**config.mk**
```make
export PLATFORM = sky130hd
export DESIGN_NAME = aes_block_packer
export DESIGN_NICKNAME = d
export VERILOG_FILES = /design/src/rtl/aes_block_packer.sv
export SDC_FILE = /design/constraint.sdc
export NUM_CORES = 1
export LEC_CHECK = 0
export CORE_ASPECT_RATIO = 0.5
export CORE_MARGIN = 5
export CORE_UTILIZATION = 49
export DETAILED_ROUTE_END_ITERATION = 7
export PLACE_DENSITY = 0.83
export SETUP_SLACK_MARGIN = 0.5
export SYNTH_ARGS = -nofsm -noshare
export SYNTH_HDL_FRONTEND = slang
export SYNTH_SLANG_ARGS = --single-unit
```
**constraint.sdc**
```tcl
create_clock -name clk -period 8.63 [get_ports clk]
set_input_delay 1.726 -clock clk [delete_from_list [all_inputs] [get_ports clk]]
set_output_delay 1.726 -clock clk [all_outputs]
set_load 0.01 [all_outputs]
```
**src/rtl/aes_block_packer.sv**
```systemverilog
// Packs a stream of IN_W-bit words MSB-first into 128-bit AES blocks.
// A block is released when full or when in_last closes a short final block.
module aes_block_packer #(
    parameter int IN_W = 32
) (
    input  logic            clk,
    input  logic            rst,
    input  logic [IN_W-1:0] in_data,
    input  logic            in_valid,
    input  logic            in_last,
    output logic            in_ready,
    output logic [127:0]    data_out,
    output logic            out_valid,
    input  logic            out_ready,
    output logic [4:0]      out_nbytes,
    output logic            out_last
);

    localparam int WORDS = 128 / IN_W;
    localparam int CW    = $clog2(WORDS) + 1;
    localparam int BPW   = IN_W / 8;

    typedef enum logic {
        FILL = 1'b0,
        HOLD = 1'b1
    } state_t;

    state_t          state;
    state_t          state_nxt;
    logic [CW-1:0]   cnt;
    logic [127:0]    blk;
    logic [4:0]      nbytes;
    logic            last_flag;

    logic            accept;
    logic            complete;
    logic            release_blk;
    logic [4:0]      nbytes_fill;

    assign accept      = in_valid && in_ready;
    assign complete    = accept && ((cnt == CW'(WORDS - 1)) || in_last);
    assign release_blk = out_valid && out_ready;
    // cnt still holds the index of the completing word, so +1 gives the word count
    assign nbytes_fill = 5'((int'(cnt) + 1) * BPW);

    // State register
    always_ff @(posedge clk or posedge rst) begin
        if (rst) begin
            state <= FILL;
        end else begin
            state <= state_nxt;
        end
    end

    // Next-state logic
    always_comb begin
        state_nxt = state;
        case (state)
            FILL: if (complete)    state_nxt = HOLD;
            HOLD: if (release_blk) state_nxt = FILL;
            default:               state_nxt = FILL;
        endcase
    end

    // Output decode; in_ready is forced low for as long as reset is held
    always_comb begin
        in_ready  = 1'b0;
        out_valid = 1'b0;
        case (state)
            FILL:    in_ready  = !rst;
            HOLD:    out_valid = 1'b1;
            default: in_ready  = 1'b0;
        endcase
    end

    // Block assembly; clearing on release leaves unfilled slots zero for short blocks
    always_ff @(posedge clk or posedge rst) begin
        if (rst) begin
            cnt       <= '0;
            blk       <= '0;
            nbytes    <= '0;
            last_flag <= 1'b0;
        end else if (state == HOLD) begin
            if (out_ready) begin
                cnt       <= '0;
                blk       <= '0;
                nbytes    <= '0;
                last_flag <= 1'b0;
            end
        end else if (accept) begin
            for (int k = 0; k < WORDS; k++) begin
                if (cnt == CW'(k)) blk[127 - k*IN_W -: IN_W] <= in_data;
            end
            cnt <= cnt + CW'(1);
            if (complete) begin
                nbytes    <= nbytes_fill;
                last_flag <= in_last;
            end
        end
    end

    assign data_out   = blk;
    assign out_nbytes = nbytes;
    assign out_last   = last_flag;

    a_nonempty: assert property (@(posedge clk) disable iff (rst)
        out_valid |-> (out_nbytes != 5'd0 && out_nbytes <= 5'd16));
    a_exclusive: assert property (@(posedge clk) disable iff (rst)
        !(out_valid && in_ready));
    a_stable: assert property (@(posedge clk) disable iff (rst)
        (out_valid && !out_ready) |=> ($stable(data_out) && $stable(out_nbytes) && $stable(out_last)));

endmodule

```
== Word level (Yosys, flattened, before mapping) ==
Cells that the tools add are included.

* Bits in registers: 138
* Input bits: 37
* Output and inout port bits: 136
* Word-level logic and storage cells: 56

* Add/subtract/negate cells: 2
* Eq/ne operators: 4
* Multiplexer cells: 23
* Bitwise gates (word level): 1
* Reductions and logical operators: 18

{| class="wikitable"
|+ Operators by type and width
! cell !! number
|-
| $mux W128 || 3
|-
| $mux W32 || 4
|-
| $mux W5 || 4
|-
| $reduce_and A3 Y1 || 5
|-
| $reduce_bool A2 Y1 || 6
|-
| $mux W3 || 3
|-
| $mux W1 || 8
|-
| $add A3 B1 Y3 const B || 2
|-
| $eq A3 B2 Y1 const B || 2
|-
| $eq A3 B1 Y1 const B || 1
|-
| $logic_and A1 B1 Y1 || 3
|-
| $logic_not A3 Y1 || 1
|-
| $ne A2 B2 Y1 const B || 1
|-
| $pmux W1 S2 || 1
|-
| $reduce_and A2 Y1 || 1
|-
| $logic_not A1 Y1 || 1
|-
| $logic_or A1 B1 Y1 || 1
|-
| $not A1 Y1 || 1
|}

== Longest topological paths before layout ==
* Word-level depth: 7
* Gate-level depth with buffers: 7
* Gate-level depth less buffers: 5

== Least setup slack after synthesis ==
No wires, ideal clock.

* Path type: in2out
* From: input rst
* To: output in_ready
* Data arrival time: 1,883 ps
* Data required time: 6,904 ps
* Path slack: 5,021 ps
* Stages: 1
* Buffers on the path: 0
* Cells stage by stage: nor2_1

* Longest elaborated chain between the ends: 2

{| class="wikitable"
|+ Ends and longest elaborated chain
! element !! RTL line !! source
|-
| start: declaration || 7 || <nowiki>input logic rst,</nowiki>
|-
| $logic_not A1 Y1 (no line) || -- ||
|-
| $mux W1 || 69 || <nowiki>case (state)</nowiki>
|-
| end: declaration || 11 || <nowiki>output logic in_ready,</nowiki>
|}

Every way passes these cells.

== Worst setup path after layout ==
Ends and elaborated chain as after synthesis.

==> metrics.cfg <==
[sta]
post-route-min-period_ps = 4850
finalSetupViolCount = 0
fmax_mhz = 206
tightest_slew_ps = 1390
maxSlewHeadroom_pct = 7.53
finalHoldViolCount = 0
report.final.slew_viol_count = 0
skew_ps = 6.82
rsz0062_at_grt = no
min_period_over_period_pct = 56.3
final.setup.tns_ps = 0

[floorplanning]
die-height_um = 86.0
io_pins = 173
dieArea_um2 = 13900
start_util_pct = 50.8
coreArea_um2 = 11100
die_width_um = 162
fp-row-count = 27

[logic_synthesis]
avgSynthCellArea_um2 = 9.21
ys_top_cells_by_count = 167 x nand2_1, 136 x dfrtp_1, 96 x nand3_1, 69 x o21ai_0, 62 x o21ai_1
synthXorXnorAreaFrac_pct = 0
synth.top_cell.area_share_pct = 60.2
netlist_area_um2 = 5660
synth_most_common_cell = nand2_1
synthMuxAreaShare_pct = 0.907
ys.flop_type = dfrtp_1
synth.distinct_cells = 24
synth-edff-count = 0
synthTopCellsByArea = dfrtp_1 60%, nand2_1 11%, nand3_1 8.5%
ys_ff_latch = 136
synth-compound-area-share_pct = 11.9
synth-adder-area-share_pct = 1.11
syn_inst = 614
async_flop_share_pct = 100
ys_seq_area_share_pct = 60.2
yosysWarnings = 0
synthSimpleGateAreaFrac_pct = 21.1
synth_area_leader_cell = dfrtp_1
synth_top_family_by_area = simple AND/OR/NAND/NOR gates

[clock_network]
clk_pin_slew_ps = 50
htree_levels = 4
cts_buffers = 17
cts_resized = 0
cts_setup_buffers = 0
clkLatencyLatePin_ps = 410
cts_sinks = 136
cts-root-buf = clkbuf_16
clk_path_buf_depth = 2
cts_tree = yes
postCtsHoldBufs = 0

[global_route]
overflow = 0
grt_usage_pct = 24.0
grt_antenna_before_repair = 0
grt_pass1_wl_mm = 26.7
grt_pass1_vias = 4981
grt_max_degree = 103

[detailed_routing]
wl_per_cell_um = 18.0
drtIter0Drc = 354
drc = 0
routed_wl_mm = 16.5
antenna_left = 0
dr.pass1.iters = 5
routed_via_density = 5.44
vias = 4981

[power_and_ir_drop]
fin_total_pwr_uw = 2730
ir_drop_v = 0.000174
power_density_nw_per_um2 = 344
p_leak_uw = 0.00339

[flow_run]
drv_cap = 0

[placed_design]
place_hpwl_mm = 10.6
gp_congestion = 0.789
port_buffers = 170

[cells_and_area]
insertedDiodeCount = 0
drive_above_1_share_pct = 5.45
nNetsFinal = 800
syn_to_final_growth_pct = 40.2

[worst_hold_path]
hp-start = data_out[113]
min-delay-path-class = reg2reg

[worst_setup_path]
startpoint_type = primary input
critPathArrivalTime_ps = 3130
endpoint_kind = output port
required_ps = 6900
crit_fanout = 6
path_class = in2out
setup.worst_path.start = rst
r2r_start = state

[outcome]
run_status = finished, final reports clean

[sequential cells by signal (all words and copies together) (netlist names)]
| signal | cells |
|---|---|
| data_out | 128 |
| cnt | 3 |
| out_last | 1 |
| state | 1 |
| out_nbytes | 3 |
[cells in the final DEF, fill, tap and decap left out]
cell type and instances:
nand2b_1 1, nand2_1 166, clkbuf_1 4, o21ai_1 62, and2_1 3, mux2_2 1, bufinv_16 1, nor4b_4 1
clkdlybuf4s50_1 170, o22ai_1 1, conb_1 2, ha_1 5, nor4bb_4 1, nand3_1 96, o21ai_0 69, nor2b_1 1
clkbuf_16 17, a22o_1 1, nand3b_1 1, nand2_4 1, inv_1 5, nor3b_1 1, dfrtp_1 136, inv_6 1
clkinv_2 6, clkbuf_8 2, buf_4 9, mux2i_1 4, clkinvlp_4 2, nor2_1 1
[stage by stage]
| stage | worst slack (ps) | hold WS (ps) | utilization, % | instance area (um^2) | cells |
|---|---|---|---|---|---|
| after CTS | 3760 | 517 | 71.1 | 7930 | 916 |
| after global placement | 3660 | 504 | 66.3 | 7390 | 884 |
| after global routing | 3710 | 528 | 71.1 | 7930 | 916 |
| after detailed placement | 3600 | 507 | 66.3 | 7390 | 884 |
| after floorplan | 3260 | 506 | - | 5660 | 615 |
| final | 3780 | 513 | 71.1 | 7930 | 916 |
[final cells by class]
type                            count  area (um^2)
Fill cell                         846         3220
Sequential cell                   136         3400
Multi-Input combinational cell    418         2010
Tap cell                          145          181
Inverter                            6         27.5
Clock inverter                      9         75.1
Clock buffer                       23          468
Timing Repair Buffer              179         1770
[routing by layer]
| layer | up-vias | track usage (%) | part of all wire [%] |
|---|---|---|---|
| met2 | 178 | 40.8 | 49 |
| met5 | - | 0 | 0 |
| met3 | 24 | 5.81 | 6.2 |
| li1 | 2341 | - | - |
| met4 | 0 | 6.60 | 1.8 |
| met1 | 2438 | 31.3 | 43 |
[critical path: stages]
cell and delay [ps]:
clkdlybuf4s50_1 620, nor2_1 210, clkdlybuf4s50_1 570
[worst paths after layout]
check                                end  slack (ps)  depth (start not counted)
max in group asynchronous  data_out[102]        5280                          3
min                        data_out[113]         510                          2
max                             in_ready        3780                          3
min in group asynchronous   data_out[16]        2020                          2
max reg2reg                 data_out[95]        5310                          5
min reg2reg                data_out[113]         510                          2
[logic make-up after synthesis]
logic type,after synthesis
adder cells (fa/ha/maj),5
AND/OR/NAND/NOR,273
other,1
buffers and inverters,61
multiplexers,5
flip-flops,136
AO/OA/AOI/OAI,133
[power by group]
group,switching (uW),total [uW],internal [uW]
clock,265,673,408
sequential,147,1030,880
combinational,502,1030,527
Note: power is estimated with default switching activity, not from simulation.
